**config.mk**
```make
export PLATFORM = sky130hd
export DESIGN_NAME = led_pattern_sequencer
export DESIGN_NICKNAME = d
export VERILOG_FILES = /design/src/rtl/led_pattern_sequencer.sv
export SDC_FILE = /design/constraint.sdc
export NUM_CORES = 1
export LEC_CHECK = 0
export ABC_AREA = 1
export ABC_CLOCK_PERIOD_IN_PS = 1950
export CAP_MARGIN = 10
export CELL_PAD_IN_SITES_DETAIL_PLACEMENT = 1
export CELL_PAD_IN_SITES_GLOBAL_PLACEMENT = 2
export CORE_UTILIZATION = 27
export CTS_CLUSTER_DIAMETER = 40
export DETAILED_ROUTE_END_ITERATION = 10
export PLACE_DENSITY = 0.74
export SETUP_SLACK_MARGIN = 0.1
export SLEW_MARGIN = 20
export SYNTH_ARGS = -nofsm -noshare
export SYNTH_HDL_FRONTEND = slang
export SYNTH_SLANG_ARGS = --single-unit
```
**constraint.sdc**
```tcl
create_clock -name clk -period 1.95 [get_ports clk]
set_input_delay 0.39 -clock clk [delete_from_list [all_inputs] [get_ports clk]]
set_output_delay 0.39 -clock clk [all_outputs]
set_load 0.01 [all_outputs]
```
**src/rtl/led_pattern_sequencer.sv**
```systemverilog
// LED pattern sequencer: walks a validated address window of the pattern memory,
// fetching each entry and holding it on the LEDs for a programmable number of cycles.
module led_pattern_sequencer #(
  parameter int DEPTH  = 32,
  parameter int ADDR_W = 5,
  parameter int DATA_W = 5,
  parameter int DIV_W  = 24
) (
  input  logic              clk,
  input  logic              rst,
  input  logic [ADDR_W-1:0] cfg_start_addr,
  input  logic [ADDR_W-1:0] cfg_end_addr,
  input  logic [DIV_W-1:0]  cfg_div,
  input  logic [1:0]        cfg_mode,
  input  logic              cmd_start,
  input  logic              cmd_stop,
  input  logic              pause,
  output logic              mem_rd,
  output logic [ADDR_W-1:0] mem_addr,
  input  logic [DATA_W-1:0] mem_rdata,
  output logic [DATA_W-1:0] leds,
  output logic              busy,
  output logic              done,
  output logic              err
);

  typedef enum logic [1:0] {IDLE, FETCH, LOAD, HOLD} state_t;

  localparam logic [1:0] MODE_ONESHOT  = 2'd1;
  localparam logic [1:0] MODE_PINGPONG = 2'd2;
  localparam logic [ADDR_W:0] DEPTH_X  = (ADDR_W + 1)'(DEPTH);

  state_t            state_r, state_s;
  logic [ADDR_W-1:0] addr_r, addr_s;
  logic [ADDR_W-1:0] start_r, end_r;
  logic [1:0]        mode_r;
  logic [DIV_W-1:0]  div_r, cnt_r, cnt_s;
  logic              dir_r, dir_s;   // 0 = up, 1 = down
  logic [DATA_W-1:0] leds_r;
  logic              done_r, done_s, err_r, err_s;
  logic              latch_s, load_s, window_ok_s;

  // next-state, address stepping and pulse decode
  always_comb begin
    state_s     = state_r;
    addr_s      = addr_r;
    dir_s       = dir_r;
    cnt_s       = cnt_r;
    latch_s     = 1'b0;
    load_s      = 1'b0;
    done_s      = 1'b0;
    err_s       = 1'b0;
    window_ok_s = (cfg_start_addr <= cfg_end_addr) && ({1'b0, cfg_end_addr} < DEPTH_X);

    case (state_r)
      IDLE: begin
        if (cmd_start) begin
          if (window_ok_s) begin
            latch_s = 1'b1;
            addr_s  = cfg_start_addr;
            dir_s   = 1'b0;
            state_s = FETCH;
          end else begin
            err_s = 1'b1;
          end
        end else begin
          state_s = IDLE;
        end
      end
      FETCH: begin
        if (cmd_stop) begin
          state_s = IDLE;
        end else begin
          state_s = LOAD;
        end
      end
      LOAD: begin
        if (cmd_stop) begin
          state_s = IDLE;
        end else begin
          load_s  = 1'b1;
          cnt_s   = div_r - DIV_W'(1);
          state_s = HOLD;
        end
      end
      HOLD: begin
        if (cmd_stop) begin
          state_s = IDLE;
        end else if (pause) begin
          cnt_s = cnt_r;
        end else if (cnt_r != {DIV_W{1'b0}}) begin
          cnt_s = cnt_r - DIV_W'(1);
        end else begin
          state_s = FETCH;
          case (mode_r)
            MODE_ONESHOT: begin
              if (addr_r == end_r) begin
                state_s = IDLE;
                done_s  = 1'b1;
              end else begin
                addr_s = addr_r + ADDR_W'(1);
              end
            end
            MODE_PINGPONG: begin
              // endpoints are shown once per turn; a single-entry window stays put
              if (!dir_r) begin
                if (addr_r == end_r) begin
                  dir_s  = 1'b1;
                  addr_s = (start_r == end_r) ? start_r : end_r - ADDR_W'(1);
                end else begin
                  addr_s = addr_r + ADDR_W'(1);
                end
              end else begin
                if (addr_r == start_r) begin
                  dir_s  = 1'b0;
                  addr_s = (start_r == end_r) ? start_r : start_r + ADDR_W'(1);
                end else begin
                  addr_s = addr_r - ADDR_W'(1);
                end
              end
            end
            default: begin
              if (addr_r == end_r) begin
                addr_s = start_r;
              end else begin
                addr_s = addr_r + ADDR_W'(1);
              end
            end
          endcase
        end
      end
      default: begin
        state_s = IDLE;
      end
    endcase
  end

  // state, configuration and registered outputs
  always_ff @(posedge clk) begin
    if (rst) begin
      state_r <= IDLE;
      addr_r  <= {ADDR_W{1'b0}};
      start_r <= {ADDR_W{1'b0}};
      end_r   <= {ADDR_W{1'b0}};
      mode_r  <= 2'd0;
      div_r   <= DIV_W'(1);
      cnt_r   <= {DIV_W{1'b0}};
      dir_r   <= 1'b0;
      leds_r  <= {DATA_W{1'b0}};
      done_r  <= 1'b0;
      err_r   <= 1'b0;
    end else begin
      state_r <= state_s;
      addr_r  <= addr_s;
      cnt_r   <= cnt_s;
      dir_r   <= dir_s;
      done_r  <= done_s;
      err_r   <= err_s;
      if (latch_s) begin
        start_r <= cfg_start_addr;
        end_r   <= cfg_end_addr;
        mode_r  <= cfg_mode;
        div_r   <= (cfg_div == {DIV_W{1'b0}}) ? DIV_W'(1) : cfg_div;
      end
      if (load_s) begin
        leds_r <= mem_rdata;
      end
    end
  end

  assign mem_rd   = (state_r == FETCH);
  assign mem_addr = (state_r == FETCH) ? addr_r : {ADDR_W{1'b0}};
  assign busy     = (state_r != IDLE);
  assign leds     = leds_r;
  assign done     = done_r;
  assign err      = err_r;

endmodule

```
==> Implementation_results.wiki, run 1 <==
{| class="wikitable"
! Metric !! Value
|-
| Highest layer used for signal routing || met4
|-
| Initial antenna violation count || 0
|-
| Hold/Removal Path Class || in2reg
|-
| Final-layout fill cell count || 2171
|-
| Kind of critical path || reg2reg
|-
| Number of synthesized flops with an enable pin || 0
|-
| Tot GR Track Use || 19.9%
|-
| RSZ-0062 raised after global routing || true
|-
| Antenna fix cells || 0
|-
| Post-route DRC violation count || 0
|-
| Post-cts hold buffer count || 0
|-
| HPWL after detailed placement || 13300 um
|-
| Maximum ir drop on the vdd rail || 502 uV
|-
| Aggregate negative setup slack || -0.0120 ns
|-
| Routed wire length per instance || 16.5 um
|-
| Share of cells above drive strength 1 || 27.9%
|-
| Final hold violation count || 0
|-
| Core region area || 17400 sq um
|-
| Number of instances in the synthesized netlist || 765
|-
| Yosys top cell area share || 31.0%
|-
| Yosys warnings || 0
|-
| Period utilisation layout || 100%
|-
| Area overhead of the layout relative to synthesis || 47.4%
|-
| CP required || 2.20 ns
|-
| Setup slack after layout || -0.00801 ns
|-
| Worst-Margin Slew || 0.381 ns
|-
| Clock slew at the register clock pins of the worst setup and hold paths || 0.06 ns
|-
| Clock period minus worst slack || 1.96 ns
|-
| Post-Route M1 WL || 8960 um
|-
| Static Leakage || 3.33 nW
|-
| Max_cap viols || 0
|-
| Area taken by multi-input logic gates || 3210 sq um
|-
| IO Count || 60
|-
| Sum of met3 wire segment lengths after detailed routing || 904 um
|-
| Wire length of the first global-routing pass || 28500 um
|-
| Final nets || 960
|-
| First-pass DRT Iterations || 4
|-
| GRT overflow || 0
|-
| Area used by sequential logic in the layout || 1530 sq um
|-
| Vias in the first global route || 5636
|-
| # H-tree levels || 3
|-
| Relative slew margins || 74.3%
|-
| Max-slew violations || 0
|-
| Post-Syn Area per Cell || 6.34 sq um
|-
| Main flop type after synthesis || sky130_fd_sc_hd__dfxtp_1
|-
| Clock root buffer master || sky130_fd_sc_hd__clkbuf_16
|-
| Die footprint || 18500 sq um
|-
| Starting utilization of the core area || 27.8%
|-
| Detailed router's first-iteration violation count || 214
|-
| Via-to-Cell Ratio || 4.83
|-
| Clock sinks || 75
|-
| Met2 layer wire length in the routed design || 8670 um
|-
| Endpoint arrival time on the critical path || 2.20 ns
|-
| Floorplan die width || 136 um
|-
| Highest clock frequency the design can meet || 511 MHz
|-
| Total Power Consumption || 0.00568 W
|-
| Routed Antenna Nets || 0
|-
| Clock Latency Late Sink || 0.35 ns
|-
| Most numerous cell types in the synthesized netlist || sky130_fd_sc_hd__nand2_1 (151), sky130_fd_sc_hd__inv_1 (112), sky130_fd_sc_hd__nor2_1 (86)
|-
| Proportion of register bits with asynchronous set or reset after synthesis || 0%
|-
| Post-synthesis net count || 823
|-
| Setup crit end kind || register
|-
| Longest Clk Path Bufs || 2
|-
| Routability Congestion || 0.836
|-
| Maximum fanout count along the critical path || 7
|-
| Cts bufs inserted || 9
|-
| Main area contributors after synthesis || sky130_fd_sc_hd__dfxtp_1 (31%), sky130_fd_sc_hd__nand2_1 (12%), sky130_fd_sc_hd__inv_1 (8.7%)
|-
| Count of cell types in the netlist || 33
|-
| Final Setup Violations || 2
|-
| Ratio of total power to cell area || 795 nW/um^2
|-
| Sequential-to-total area share from yosys stat || 31.0%
|-
| Height of the die || 136 um
|-
| Final clock skew || 0.00953 ns
|-
| TritonCTS clock tree || done
|-
| Violated checks || setup timing
|-
| Synth area leader || sky130_fd_sc_hd__dfxtp_1
|-
| Dominant cell by count in the synthesized netlist || sky130_fd_sc_hd__nand2_1
|-
| # rows || 48
|-
| Total number of vias || 5468
|-
| Status || complete, but fails checks
|-
| Number of register bits inferred by synthesis || 75
|-
| Maximum number of pins on one net before global-route repair || 62
|-
| Total length of routed wires || 18700 um
|-
| Summed instance area of the synthesized netlist || 4850 sq um
|-
| Sort of element at the start of the critical path || register
|-
| Port Buffer Count || 59
|}
cell families after synthesis:
group | after synthesis | synth area share, %
compound gates | 184 | 20.3
xor+xnor | 24 | 4.33
fa+ha+maj | 12 | 3.10
buf+inv | 147 | 12.1
flops | 75 | 31.0
simple gates | 323 | 29.2
worst max-delay path, stage by stage (launching register included):
cell and delay (ns):
sky130_fd_sc_hd__dfxtp_4 0.40, sky130_fd_sc_hd__nand2_8 0.10, sky130_fd_sc_hd__buf_4 0.15, sky130_fd_sc_hd__buf_6 0.13, sky130_fd_sc_hd__nand2_2 0.08, sky130_fd_sc_hd__o21ai_4 0.08, sky130_fd_sc_hd__nor2_2 0.13, sky130_fd_sc_hd__nand2_1 0.14
sky130_fd_sc_hd__nor2_4 0.17, sky130_fd_sc_hd__nand2_2 0.09, sky130_fd_sc_hd__nor2_2 0.13, sky130_fd_sc_hd__xor2_1 0.07, sky130_fd_sc_hd__o21ai_1 0.12, sky130_fd_sc_hd__inv_1 0.04
flip-flops by register name, summed over array words and instances, names as in the netlist:
name	count
addr_r	5
cnt_r	24
dir_r	1
div_r	24
done	1
end_r	5
err	1
leds	5
mode_r	2
start_r	5
state_r	2
per-stage QoR:
step,setup slack (ns),cell area (sq um),util [%],hold slack [ns],cells
3_3_place_gp,-0.546,6200,35.6,0.445,1093
6_report,-0.00801,7150,41.0,0.352,1132
4_1_cts,0.0314,6650,38.2,0.455,1115
2_1_floorplan,0.0951,4850,-,0.424,765
3_5_place_dp,-0.624,6200,35.6,0.457,1093
5_1_grt,-0.141,7150,41.0,0.385,1132
layer usage:
metal | up-vias | track usage, %
met5 | - | 0
met2 | 98 | 32.4
met3 | 13 | 3.65
met1 | 2615 | 27.2
met4 | 0 | 4.32
li1 | 2742 | -
where the power goes:
group          switching [W]  total [W]  internal (W)
Combinational        0.00127    0.00218      0.000911
Sequential          0.000116    0.00178       0.00166
Clock               0.000733    0.00173      0.000995
cell usage in the layout, fill, tap and decap left out, types with 19 or more instances in the layout:
cell                              count
sky130_fd_sc_hd__clkdlybuf4s50_1     42
sky130_fd_sc_hd__nand3_1             31
sky130_fd_sc_hd__a21oi_1             60
sky130_fd_sc_hd__dfxtp_1             64
sky130_fd_sc_hd__nand2_1            133
sky130_fd_sc_hd__inv_1              100
sky130_fd_sc_hd__nor2_1              71
sky130_fd_sc_hd__inv_2               19
sky130_fd_sc_hd__xor2_1              19
sky130_fd_sc_hd__buf_4               70
sky130_fd_sc_hd__o21ai_0             71
path summary, 6_finish.rpt:
check / from / end / cells after the start / slack, ns
worst max-delay path: state_r[1]$_SDFFE_PP0P_ / cnt_r[22]$_SDFFE_PP0P_ / 13 / -0.008
worst min register to register: div_r[13]$_SDFFE_PP0P_ / div_r[13]$_SDFFE_PP0P_ / 2 / 0.46
worst max register to register: state_r[1]$_SDFFE_PP0P_ / cnt_r[22]$_SDFFE_PP0P_ / 13 / -0.008
worst min-delay path: cfg_end_addr[4] / end_r[4]$_SDFFE_PP0P_ / 3 / 0.35
cell type report:
| class | instances | area share, % |
|---|---|---|
| clock buffers | 10 | 3.20 |
| clock inverters | 6 | 0.910 |
| inverters | 121 | 6.46 |
| well taps | 225 | 3.94 |
| repair buffers | 149 | 19.2 |
| multi-input cells | 546 | 44.9 |
| flip-flops and latches | 75 | 21.4 |
timing repair:
item                                    4_1_cts  5_1_grt
resized for setup                            64      125
pin swaps                                    13       38
cloned                                        2        5
endpoints found under the setup margin       62       68
setup buffers                                 4       12
Power figures use the tool's default switching activity.
==> run 2, diff against run 1 <==
--- a/config.mk
+++ b/config.mk
@@ -14,2 +14,3 @@
 export CTS_CLUSTER_DIAMETER = 40
+export CTS_CLUSTER_SIZE = 10
 export DETAILED_ROUTE_END_ITERATION = 10
--- a/constraint.sdc
+++ b/constraint.sdc
@@ -3,2 +3,2 @@
 set_output_delay 0.39 -clock clk [all_outputs]
-set_load 0.01 [all_outputs]
+set_load 0.02 [all_outputs]
==> run 2 against run 1 <==
Net effect:
- the flow still finishes with violations (setup timing)
- cell count rose by 1.6%
- clock power rose by 17%
- count of clock-buffer cells in the layout rose by 1
- via count rose by 1.3%
- register-to-register slack barely moved
- critical path depth did not move
- final area rose by 5.6%
- flip-flop and latch count did not move
- sequential share of layout area fell by 1.1 points
- non-clock buffer count rose by 19
- worst setup slack got worse by 0.013 ns
- critical endpoint unchanged
- largest cell class unchanged
==> Implementation_results.wiki, run 2 (synthesized netlist as in run 1, its figures left out) <==
{| class="wikitable"
! Metric !! Value
|-
| Commonest cells after routing, fill and taps aside || sky130_fd_sc_hd__nand2_1 (129), sky130_fd_sc_hd__inv_1 (97), sky130_fd_sc_hd__buf_4 (90), sky130_fd_sc_hd__nor2_1 (70), sky130_fd_sc_hd__dfxtp_1 (60) (was sky130_fd_sc_hd__nand2_1 (133), sky130_fd_sc_hd__inv_1 (100), sky130_fd_sc_hd__nor2_1 (71), sky130_fd_sc_hd__o21ai_0 (71), sky130_fd_sc_hd__buf_4 (70))
|-
| Worst Reg-to-Reg Cells || 13 (unchanged)
|-
| Combinational power share || 39.2% (was 38.3%)
|-
| Setup crit end kind || register (unchanged)
|-
| Final-layout fill cell count || 2146 (was 2171)
|-
| Met2 usage in global routing || 33.4% (was 32.4%)
|-
| GRT overflow || 0 (unchanged)
|-
| RSZ-0062 raised after global routing || true (unchanged)
|-
| Min-Delay Path Depth || 3 (unchanged)
|-
| Via-to-Cell Ratio || 4.82 (was 4.83)
|-
| Hold/Removal Path Class || in2reg (unchanged)
|-
| Met1 demand-to-capacity share in global routing || 27.2% (about the same)
|-
| Cts bufs inserted || 9 (unchanged)
|-
| Routed Antenna Nets || 0 (unchanged)
|-
| Highest clock frequency the design can meet || 507 MHz (was 511 MHz)
|-
| Share of total power consumed by net switching || 35.6% (was 37.2%)
|-
| Tot GR Track Use || 20.2% (was 19.9%)
|-
| Final hold violation count || 0 (unchanged)
|-
| Commonest non-fill, non-tap cell in the layout || sky130_fd_sc_hd__nand2_1 (unchanged)
|-
| Max-slew violations || 0 (unchanged)
|-
| Post-route core utilization || 43.3% (was 41.0%)
|-
| Ratio of total power to cell area || 826 nW/um^2 (was 795 nW/um^2)
|-
| Vias in the first global route || 5667 (was 5636)
|-
| Port Buffer Count || 59 (unchanged)
|-
| Max_cap viols || 0 (unchanged)
|-
| Kind of critical path || reg2reg (unchanged)
|-
| Longest Clk Path Bufs || 2 (unchanged)
|-
| # H-tree levels || 3 (unchanged)
|-
| GRT busiest layer || met2 (unchanged)
|-
| Routed wire length per instance || 16.8 um (was 16.5 um)
|-
| Worst-path cell chain || nand2_8 -> clkbuf_16 -> nand2_4 -> o21ai_2 -> buf_4 -> nor2_4 -> nand2_4 -> nor2_4 -> nand2_2 -> nor2_2 -> xor2_1 -> o21ai_1 -> inv_1 (was nand2_8 -> buf_4 -> buf_6 -> nand2_2 -> o21ai_4 -> nor2_2 -> nand2_1 -> nor2_4 -> nand2_2 -> nor2_2 -> xor2_1 -> o21ai_1 -> inv_1)
|-
| FF-to-FF setup slack || -0.02 ns (was -0.008 ns)
|-
| Post-route DRC violation count || 0 (unchanged)
|-
| Maximum fanout count along the critical path || 6 (was 7)
|-
| Total number of vias || 5541 (was 5468)
|-
| HPWL after detailed placement || 13700 um (was 13300 um)
|-
| Final non-filler cell area || 7550 sq um (was 7150 sq um)
|-
| CP required || 2.25 ns (was 2.20 ns)
|-
| # rows || 48 (unchanged)
|-
| Clock Latency Late Sink || 0.35 ns (about the same)
|-
| Final nets || 978 (was 960)
|-
| Crit path max-delay cell type || sky130_fd_sc_hd__dfxtp_4 (unchanged)
|-
| Height of the die || 136 um (unchanged)
|-
| Delay contributed by the slowest stage of the critical path || 0.41 ns (was 0.40 ns)
|-
| Die footprint || 18500 sq um (unchanged)
|-
| Sort of element at the start of the critical path || register (unchanged)
|-
| Part of the power in the clock network || 32.5% (was 30.4%)
|-
| Total placed instance area || 6310 sq um (was 6200 sq um)
|-
| Routability Congestion || 0.870 (was 0.836)
|-
| Psw || 0.00222 W (was 0.00211 W)
|-
| Wire length of the first global-routing pass || 28800 um (was 28500 um)
|-
| Clock slew at the register clock pins of the worst setup and hold paths || 0.06 ns (about the same)
|-
| Static Leakage || 3.49 nW (was 3.33 nW)
|-
| Final Setup Violations || 1 (was 2)
|-
| Leading registers by flop count || cnt_r (24), div_r (24) (unchanged)
|-
| Worst-Margin Slew || 0.380 ns (was 0.381 ns)
|-
| IO Count || 60 (unchanged)
|-
| Clock period minus worst slack || 1.97 ns (was 1.96 ns)
|-
| Endpoint arrival time on the critical path || 2.27 ns (was 2.20 ns)
|-
| Core region area || 17400 sq um (unchanged)
|-
| Final clock skew || 0.00874 ns (was 0.00953 ns)
|-
| Maximum number of pins on one net before global-route repair || 62 (unchanged)
|-
| Status || complete, but fails checks (unchanged)
|-
| Initial antenna violation count || 0 (unchanged)
|-
| Detailed router's first-iteration violation count || 273 (was 214)
|-
| Internal power summed over all cells || 0.00402 W (was 0.00357 W)
|-
| Floorplan die width || 136 um (unchanged)
|-
| Share of cells above drive strength 1 || 33.5% (was 27.9%)
|-
| Antenna fix cells || 0 (unchanged)
|-
| Period utilisation layout || 101% (was 100%)
|-
| TritonCTS clock tree || done (unchanged)
|-
| Total Power Consumption || 0.00624 W (was 0.00568 W)
|-
| Total length of routed wires || 19300 um (was 18700 um)
|-
| Setup slack after layout || -0.0208 ns (was -0.00801 ns)
|-
| First-pass DRT Iterations || 5 (was 4)
|-
| Post-cts hold buffer count || 0 (unchanged)
|-
| GR met3 Demand/Resource || 2.76% (was 3.65%)
|-
| Maximum ir drop on the vdd rail || 543 uV (was 502 uV)
|-
| Share of total power in sequential cells || 28.3% (was 31.3%)
|-
| Area overhead of the layout relative to synthesis || 55.7% (was 47.4%)
|-
| Clock sinks || 75 (unchanged)
|-
| Relative slew margins || 74.4% (was 74.3%)
|-
| Starting utilization of the core area || 27.8% (unchanged)
|-
| Clock root buffer master || sky130_fd_sc_hd__clkbuf_16 (unchanged)
|-
| Violated checks || setup timing (unchanged)
|}
run 2: cell count changes in the layout (fill, tap and decap cells not counted), moves of 7 or more:
cell | previous run | this run
sky130_fd_sc_hd__buf_4 | 70 | 90
sky130_fd_sc_hd__o21ai_2 | 13 | 24
sky130_fd_sc_hd__a21oi_2 | 4 | 13
sky130_fd_sc_hd__o21ai_0 | 71 | 56
sky130_fd_sc_hd__a21oi_1 | 60 | 51
sky130_fd_sc_hd__clkbuf_2 | 10 | 3
run 2: metrics by stage:
stage	worst slack, ns	cells	setup TNS, ns	hold WS (ns)
final	-0.0208	1150	-0.0208	0.334
after global routing	-0.130	1150	-0.458	0.385
after CTS	0.00811	1131	0	0.372
after detailed placement	-0.683	1108	-23.51	0.454
after global placement	-0.532	1108	-19.15	0.447
after floorplan	0.0951	765	0	0.424
run 2: what timing repair did:
action,in CTS,in global routing
setup buffers,6,11
gates resized for setup,89,166
pin swaps,12,52
gates cloned,1,8
endpoints found under the setup margin,63,71
run 2: path summary, 6_finish.rpt:
| kind | from | to |
|---|---|---|
| worst min register to register | div_r[13]$_SDFFE_PP0P_ | div_r[13]$_SDFFE_PP0P_ |
| worst max register to register | state_r[0]$_SDFFE_PP0P_ | cnt_r[22]$_SDFFE_PP0P_ |
| worst min-delay path | cfg_end_addr[2] | end_r[2]$_SDFFE_PP0P_ |
| worst max-delay path | state_r[0]$_SDFFE_PP0P_ | cnt_r[22]$_SDFFE_PP0P_ |
run 2: power groups by stage:
stage               clock network [W]  logic, W  registers, W
floorplan                           0   0.00109       0.00176
global placement                    0   0.00188       0.00177
detailed placement                  0   0.00193       0.00178
CTS                           0.00207   0.00205       0.00175
global route                  0.00214   0.00267       0.00178
finish                        0.00203   0.00245       0.00176
run 2: area by class of cell:
cell class                 instances  area, sq um  share of cell area, %
sequential                        75         1530                   20.2
clock buffer                      11          243                   3.22
tap                              225          282                   3.73
multi-input combinational        545         3350                   44.3
inverter                         121          464                   6.15
timing repair buffer             168         1580                   20.9
clock inverter                     5          108                   1.43
run 2: per-layer routing:
| layer | vias up | routed length [um] | share of wire, % |
|---|---|---|---|
| li1 | 2778 | - | - |
| met1 | 2653 | 9150 | 47 |
| met2 | 88 | 9000 | 47 |
| met3 | 22 | 881 | 4.6 |
| met4 | 0 | 264 | 1.4 |
| met5 | - | 0 | 0 |
run 2: critical path, delay by kind of cell (launching register included):
family | cells | cell delay [ns]
buffers and inverters | 3 | 0.37
DFF | 1 | 0.41
xor gates and xnor gates | 1 | 0.19
AOI/OAI and AO/OA | 2 | 0.16
and+or+nand+nor | 7 | 0.79
